<file path="src/rtl/toggle_pulse_gen_pkg.sv">
// toggle_pulse_gen_pkg: shared types and constants for the toggle pulse generator.
// Holds the run-control FSM state encoding and the default counter width.
package toggle_pulse_gen_pkg;

  // Default width of period, burst and pulse_cnt.
  localparam int TPG_WIDTH_DEFAULT = 8;

  // Run-control FSM states.
  typedef enum logic [1:0] {
    IDLE = 2'd0,
    RUN  = 2'd1,
    DONE = 2'd2
  } tpg_state_t;

endpackage

</file>
<file path="src/rtl/tpg_divider.sv">
// tpg_divider: loadable down-counter used as the pulse-period divider.
// A load captures the reload value and presets the count; while enabled the
// counter decrements and, on reaching zero, raises tc and reloads.
module tpg_divider
  import toggle_pulse_gen_pkg::*;
#(
  parameter int WIDTH = TPG_WIDTH_DEFAULT
) (
  input  logic             clk,
  input  logic             reset,     // asynchronous, active low
  input  logic             load,
  input  logic [WIDTH-1:0] load_val,  // period minus one
  input  logic             en,
  output logic             tc
);

  logic [WIDTH-1:0] reload_q, reload_d;
  logic [WIDTH-1:0] cnt_q, cnt_d;

  // Terminal count is only meaningful while the divider is running.
  assign tc = en && (cnt_q == '0);

  // Next-count logic: load has priority, otherwise count down and wrap to the reload value.
  always_comb begin
    reload_d = reload_q;
    cnt_d    = cnt_q;
    if (load) begin
      reload_d = load_val;
      cnt_d    = load_val;
    end else if (en) begin
      if (cnt_q == '0) begin
        cnt_d = reload_q;
      end else begin
        cnt_d = cnt_q - WIDTH'(1);
      end
    end
  end

  // Counter and reload registers.
  always_ff @(posedge clk or negedge reset) begin
    if (!reset) begin
      reload_q <= '0;
      cnt_q    <= '0;
    end else begin
      reload_q <= reload_d;
      cnt_q    <= cnt_d;
    end
  end

endmodule

</file>
<file path="src/rtl/toggle_pulse_gen.sv">
// toggle_pulse_gen: emits one-cycle toggle-enable pulses every `period` cycles,
// for `burst` pulses (or forever when burst is 0) until stopped.
// Optional macro TOGGLE_PULSE_GEN_ERR_EN adds an `err` output that pulses on
// a start request during RUN or DONE, or on a start with period equal to 0.
module toggle_pulse_gen
  import toggle_pulse_gen_pkg::*;
#(
  parameter int WIDTH = TPG_WIDTH_DEFAULT
) (
  input  logic             clk,
  input  logic             reset,     // asynchronous, active low
  input  logic             start,
  input  logic             stop,
  input  logic [WIDTH-1:0] period,
  input  logic [WIDTH-1:0] burst,
  output logic             t,
  output logic             busy,
  output logic             done,
  output logic [WIDTH-1:0] pulse_cnt
`ifdef TOGGLE_PULSE_GEN_ERR_EN
  ,
  output logic             err
`endif
);

  tpg_state_t       state_q, state_d;
  logic [WIDTH-1:0] burst_q, burst_d;
  logic [WIDTH-1:0] pulse_cnt_q, pulse_cnt_d;
  logic             t_q, t_d;
  logic             done_q, done_d;

  logic             div_load;
  logic             div_en;
  logic             div_tc;
  logic [WIDTH-1:0] period_m1;

  // A period of 0 behaves like 1, so both reload the divider with 0.
  assign period_m1 = (period == '0) ? '0 : (period - WIDTH'(1));
  assign div_en    = (state_q == RUN);

  tpg_divider #(
    .WIDTH(WIDTH)
  ) u_divider (
    .clk     (clk),
    .reset   (reset),
    .load    (div_load),
    .load_val(period_m1),
    .en      (div_en),
    .tc      (div_tc)
  );

  // FSM next state and pulse generation; stop outranks completion and pulses.
  always_comb begin
    state_d     = state_q;
    burst_d     = burst_q;
    pulse_cnt_d = pulse_cnt_q;
    t_d         = 1'b0;
    done_d      = 1'b0;
    div_load    = 1'b0;
    case (state_q)
      IDLE: begin
        if (start && !stop) begin
          state_d     = RUN;
          burst_d     = burst;
          pulse_cnt_d = '0;
          div_load    = 1'b1;
        end
      end
      RUN: begin
        if (stop) begin
          state_d = IDLE;
        end else if ((burst_q != '0) && (pulse_cnt_q == burst_q)) begin
          state_d = DONE;
          done_d  = 1'b1;
        end else if (div_tc) begin
          t_d         = 1'b1;
          pulse_cnt_d = pulse_cnt_q + WIDTH'(1);
        end
      end
      DONE: begin
        state_d = IDLE;
      end
      default: begin
        state_d = IDLE;
      end
    endcase
  end

  // State, latched burst, pulse counter and registered outputs.
  always_ff @(posedge clk or negedge reset) begin
    if (!reset) begin
      state_q     <= IDLE;
      burst_q     <= '0;
      pulse_cnt_q <= '0;
      t_q         <= 1'b0;
      done_q      <= 1'b0;
    end else begin
      state_q     <= state_d;
      burst_q     <= burst_d;
      pulse_cnt_q <= pulse_cnt_d;
      t_q         <= t_d;
      done_q      <= done_d;
    end
  end

  assign t         = t_q;
  assign done      = done_q;
  assign busy      = (state_q == RUN);
  assign pulse_cnt = pulse_cnt_q;

`ifdef TOGGLE_PULSE_GEN_ERR_EN
  logic err_q, err_d;

  // Flag start requests that cannot be honoured as given.
  always_comb begin
    err_d = start && ((state_q != IDLE) || (period == '0));
  end

  // Registered one-cycle error pulse.
  always_ff @(posedge clk or negedge reset) begin
    if (!reset) begin
      err_q <= 1'b0;
    end else begin
      err_q <= err_d;
    end
  end

  assign err = err_q;
`endif

endmodule

</file>
<file path="config.mk">
export PLATFORM = sky130hd
export DESIGN_NAME = toggle_pulse_gen
export DESIGN_NICKNAME = d
export VERILOG_FILES = /design/src/rtl/toggle_pulse_gen_pkg.sv /design/src/rtl/tpg_divider.sv /design/src/rtl/toggle_pulse_gen.sv
export SDC_FILE = /design/constraint.sdc
export NUM_CORES = 1
export LEC_CHECK = 0
export ABC_AREA = 1
export CORE_MARGIN = 4
export CORE_UTILIZATION = 54
export DETAILED_ROUTE_END_ITERATION = 16
export GPL_TIMING_DRIVEN = 1
export HOLD_SLACK_MARGIN = 0.06
export PLACE_DENSITY = 0.78
export REMOVE_ABC_BUFFERS = 1
export SETUP_SLACK_MARGIN = 0.2
export SLEW_MARGIN = 20
export SYNTH_ARGS = -nofsm -noshare
export SYNTH_HDL_FRONTEND = slang
export SYNTH_SLANG_ARGS = --single-unit
</file>
<file path="constraint.sdc">
create_clock -name clk -period 1.9 [get_ports clk]
set_clock_uncertainty 0.1 [all_clocks]
set_input_delay 0.19 -clock clk [delete_from_list [all_inputs] [get_ports clk]]
set_output_delay 0.19 -clock clk [all_outputs]
set_load 0.005 [all_outputs]
</file>
Yosys cells after proc, flatten, opt, wreduce, memory -nomap -nowiden
Index checks and enable logic that the tools add are counted.
- flip-flop bits (word level): 36
- logic and storage cells: 52
- add/sub/neg operators: 3
- mux-type cells: 22
- reductions and logical operators: 13
- eq/ne operators: 7
- operator list (operator ; count):
    8-bit two-way mux ; 8
    8-bit logical NOT ; 2
    8-bit case mux with 2 select lines ; 1
    8-bit by 1-bit subtractor with 8-bit output (second input constant) ; 2
    1-bit two-way mux ; 9
    8-bit by 1-bit adder with 8-bit output (second input constant) ; 1
    8-bit == test ; 1
    2-bit inequality test (second input constant) ; 4
    8-bit nonzero test ; 1
    2-bit two-way mux ; 3
    5-bit AND reduction ; 1
    2-bit case mux with 2 select lines ; 1
    2-bit AND reduction ; 2
    2-bit nonzero test ; 2
    1-bit logical AND ; 3
    3-bit inequality test (second input constant) ; 1
    2-bit by 1-bit == test with 1-bit output (second input constant) ; 1
    2-bit logical NOT ; 1
    1-bit logical NOT ; 1

Logic depth before layout (Yosys ltp)
- word-level depth: 6
- gate-level depth with buffers: 10

Hierarchy
From an unflattened synthesis, not the netlist that was laid out.
- cell total of the unflattened synthesis: 320
- area total of the unflattened synthesis: 2333.5 um^2
- modules (own cells, without submodules) (module ; cells each ; seq. area each (um^2) ; area each (um^2) ; times used):
    toggle_pulse_gen ; 195 ; 500.5 ; 1356.3 ; 1
    tpg_divider ; 125 ; 400.4 ; 977.2 ; 1

Worst setup path after synthesis
OpenSTA, ideal clock, no wires.
- path kind: register -> register
- from: reg pulse_cnt_q[4], in the netlist pulse_cnt[4]
- to: reg pulse_cnt_q[0], in the netlist pulse_cnt[0]
- path slack: 0.485 ns
- data required time: 1.683 ns
- cell stages (with the launch flop): 11
- arrival time: 1.198 ns
- buffers on the path: 0
- clock period less this slack: 1.415 ns
- path through: dfrtp_1 > inv_2 > nand2_1 > nand2_1 > nand2_1 > nor2_1 > nand3_2 > nand3_4 > nand2_4 > nand2_1 > nand2_1
- longest elaborated chain between the ends: 4
- ends and longest elaborated chain (item ; line ; source):
    from (decl) ; toggle_pulse_gen.sv:28 ; logic [WIDTH-1:0] pulse_cnt_q, pulse_cnt_d;
    from (signal assigned) ; toggle_pulse_gen.sv:100 ; pulse_cnt_q <= pulse_cnt_d;
    8-bit == test ; toggle_pulse_gen.sv:72 ; end else if ((burst_q != '0) && (pulse_cnt_q == burst_q)) begin
    1-bit logical AND ; toggle_pulse_gen.sv:72 ;
    2-bit inequality test (no line) ; n/a ;
    5-bit AND reduction (no line) ; n/a ;
No other way between the ends.
A chain may end at the register's enable or synchronous reset.

Final worst setup path
- from: reg state_q[0]
- to: reg u_divider.cnt_q[5]
- longest elaborated chain between the ends: 3
- elaborated cells on any way between the ends: 5
- classes of those cells: 1 x eq/ne; 2 x mux; 2 x reduce/logical
- ends and longest elaborated chain (item ; line ; source):
    from (decl) ; toggle_pulse_gen.sv:26 ; tpg_state_t state_q, state_d;
    from (signal assigned) ; toggle_pulse_gen.sv:98 ; state_q <= state_d;
    2-bit logical NOT ; toggle_pulse_gen.sv:60 ; case (state_q)
    1-bit two-way mux ; toggle_pulse_gen.sv:60 ;
    8-bit two-way mux / 2-bit nonzero test (equally long branches) ; n/a ;
    to (signal assigned) ; tpg_divider.sv:46 ; cnt_q <= cnt_d;
    to (decl) ; tpg_divider.sv:18 ; logic [WIDTH-1:0] cnt_q, cnt_d;
Several ways; a longest one is shown, not always the timed one.

==> impl_metrics.env <==
export IMPL_grt_remaining_overflow=0
export IMPL_cp_slowest_cell="dfrtp_1"
export IMPL_power_density_mw_per_mm2=928
export IMPL_critPathMaxFanout=7
export IMPL_area_growth_pct=28.3
export IMPL_synth_seq_area_share_pct=40.9
export IMPL_vdd_drop_max_v=0.000488
export IMPL_row_count=22
export IMPL_drc=0
export IMPL_seq_area_um2=903
export IMPL_antenna_found_initial=0
export IMPL_port_buffers=30
export IMPL_antenna_cells=0
export IMPL_grt_usage_pct=20.8
export IMPL_dp_cells=382
export IMPL_die_y_um=71.9
export IMPL_worst_setup_path_end_kind="register"
export IMPL_cts_inserted_buffers=5
export IMPL_tightest_slew_ns=0.486
export IMPL_period_share_pct=87.8
export IMPL_layout_drive_gt1_share_pct=16.4
export IMPL_hold_violations=0
export IMPL_slowest_delay_ns=0.38
export IMPL_synth_cells=303
export IMPL_crit_chain="buf_4, nor2_4, nand3_4, a31oi_4, buf_4, nand2_1, a31oi_1"
export IMPL_cts_buffer_depth=2
export IMPL_num_vias=2117
export IMPL_cts_tree="yes"
export IMPL_grt_max_degree=37
export IMPL_final_cells=407
export IMPL_setup_violations=0
export IMPL_status="complete, no violations"
export IMPL_htree_levels=2
export IMPL_synth_seq_cells=36
export IMPL_setup_worst_path_start_class="register"
export IMPL_crit_path_frequent_cell="buf_4"
export IMPL_ys_types=30
export IMPL_crit_type="register to register"
export IMPL_place_congestion=0.904
export IMPL_wire_per_inst_um=13.3
export IMPL_initialDrtViolationCount=145
export IMPL_first_pass_iters=6
export IMPL_slew_headroom_pct=67.6
export IMPL_slew_violations=0
export IMPL_core_mm2=0.00380
export IMPL_nets=383
export IMPL_worstPathArrival_ns=1.78
export IMPL_fin_total_pwr_w=0.00263
export IMPL_hold_buffers=0
export IMPL_yosysWarnings=0
export IMPL_ys_top_cells_by_area="dfrtp_1 41%, nand2_1 18%, inv_1 6.1%"
export IMPL_max_freq_ghz=0.599
export IMPL_fill_cells=300
export IMPL_synth_top_area_cell="dfrtp_1"
export IMPL_critPathBufInv=2
export IMPL_period_needed_ns=1.67
export IMPL_io_pin_count=31
export IMPL_fin_tns_setup_ns=0
export IMPL_leakage_nw=1.39
export IMPL_rsz0062_at_grt="true"
export IMPL_drv_cap=0
export IMPL_cts_sinks=36
export IMPL_ant_nets=0
export IMPL_multi_input_area_mm2=0.00115
export IMPL_grt_pass1_vias=1904
export IMPL_syn_avg_cell_area_um2=7.28
export IMPL_vias_per_cell=5.20
export IMPL_clk_latency_ns=0.28
export IMPL_dp_hpwl_um=3730
export IMPL_cp_required_ns=2.01
export IMPL_cts_root_buf="clkbuf_8"
export IMPL_hold_path_class="input pin to async pin"
export IMPL_clkTransAtPathRegs_ns=0.07
export IMPL_wirelength_um=5400
export IMPL_initial_core_util_pct=58.0
export IMPL_cp_top_family="compound AO/OA/AOI/OAI gates"
export IMPL_yosysTopAreaCellShare_pct=40.9
export IMPL_grt_pass1_wl_um=8590
export IMPL_netlist_area_mm2=0.00220
export IMPL_die_area_mm2=0.00517
export IMPL_die_w_um=71.9
[layout make-up]
cell class	instances	area share [%]
repair buffers	52	16.5
inverters	41	5.71
clock buffers	8	3.18
multi-input cells	222	40.5
flip-flops and latches	36	31.9
well taps	48	2.12
[state kept, by name, summed over array words and instances (netlist names)]
signal	flops
burst_q	8
pulse_cnt	8
u_divider.cnt_q	8
u_divider.reload_q	8
state_q	2
done	1
t	1
[synth_stat cells]
master    count
o211ai_1      1
nand4_1       4
ha_1          5
dfrtp_1      36
nor2_2        1
clkbuf_1      1
nor2_1       23
xnor2_1       3
nor4_1        1
a31oi_1       4
nand2_4       2
nor2_4        4
nand2_2       1
nor3_1        6
nand3b_1      1
a31oi_4       1
o21ai_0      23
nand3_4       3
o21ai_1       2
o21bai_1      1
inv_2         5
buf_2         2
xor2_1        2
nand3_2       1
or2_2         2
nand3_1      23
buf_4         1
nand2_1     104
inv_1        36
a21oi_1       4
[through the flow]
step | utilization [%] | area, um^2 | hold slack (ns) | setup slack, ns
after floorplan | - | 2180 | -0.206 | 0.340
after global placement | 68.0 | 2580 | 0.361 | 0.114
after detailed placement | 68.0 | 2580 | 0.364 | 0.0970
after CTS | 70.5 | 2680 | 0.246 | 0.214
after global routing | 74.5 | 2830 | 0.276 | 0.162
final | 74.5 | 2830 | 0.241 | 0.232
[metal layers]
| layer | vias to the layer above | part of all wire [%] | wire [um] | global-route usage (%) |
|---|---|---|---|---|
| li1 | 1077 | - | - | - |
| met1 | 981 | 49 | 2660 | 28.9 |
| met2 | 57 | 46 | 2460 | 33.0 |
| met3 | 2 | 4.5 | 244 | 4.57 |
| met4 | 0 | 0.61 | 33 | 5.64 |
| met5 | - | 0 | 0 | 0 |
[placed cells by master (no fill, tap or decap)]
master and n:
ha_2 2, nand2_1 103, nand3_1 22, inv_2 5, o211ai_1 1, o21bai_1 1, clkdlybuf4s50_1 29, inv_1 33
xnor2_1 3, nand2_2 2, dlygate4sd2_1 1, clkbuf_8 6, nand3_2 2, dfrtp_1 34, o21ai_1 2, o21ai_0 23
nand3_4 3, a31oi_4 1, inv_4 3, ha_1 3, a31oi_1 4, dfrtp_2 2, nand2_4 2, nor2_4 4
nand3b_1 1, buf_4 21, xor2_1 2, or2_2 2, nor3_1 6, nor2_2 3, clkbuf_1 2, nor2_1 21
nand4_1 4, a21oi_1 4, buf_6 1, nor4_1 1
[timing repair]
| action | 4_1_cts | 5_1_grt |
|---|---|---|
| gates resized for setup | 1 | 16 |
| hold endpoints to repair | 0 | 0 |
| pin swaps | 1 | 5 |
| setup buffers | 1 | 16 |
| endpoints found under the setup margin | 1 | 14 |
| cloned | 0 | 0 |
[cells by family (layout without fill, tap and decap cells)]
family	after synthesis	after routing	share of synthesized area [%]
AND/OR/NAND/NOR	176	176	37.0
adder cells (fa/ha/maj)	5	5	2.84
XOR/XNOR	5	5	1.99
flip-flops	36	36	40.9
buffers and inverters	45	101	7.95
AO/OA/AOI/OAI	36	36	9.36
[worst register-to-register path: cells and delay by family (launching register included)]
family	cells	cell delay [ns]
simple gates	3	0.34
buf+inv	2	0.30
compound gates	2	0.46
flops	1	0.38
[where the power goes]
part	switching (W)	internal, W
sequential	0.000135	0.000936
clock	0.000269	0.000296
combinational	0.000567	0.000422
total	0.000971	0.00165
[worst paths after layout]
path | startpoint | to | slack, ns | cells past startpoint
setup / recovery | state_q[0]$_DFFE_PN0P_ | u_divider.cnt_q[5]$_DFFE_PN0P_ | 0.23 | 7
hold / removal | reset | t$_DFF_PN0_ | 0.24 | 2
setup reg to reg | state_q[0]$_DFFE_PN0P_ | u_divider.cnt_q[5]$_DFFE_PN0P_ | 0.23 | 7
hold reg to reg | u_divider.reload_q[7]$_DFFE_PN0P_ | u_divider.reload_q[7]$_DFFE_PN0P_ | 0.38 | 2
max in group asynchronous | reset | pulse_cnt[4]$_DFFE_PN0P_ | 1.09 | 2
min in group clk | burst[0] | burst_q[0]$_DFFE_PN0P_ | 0.33 | 3
(Power assumes the default switching activity.)
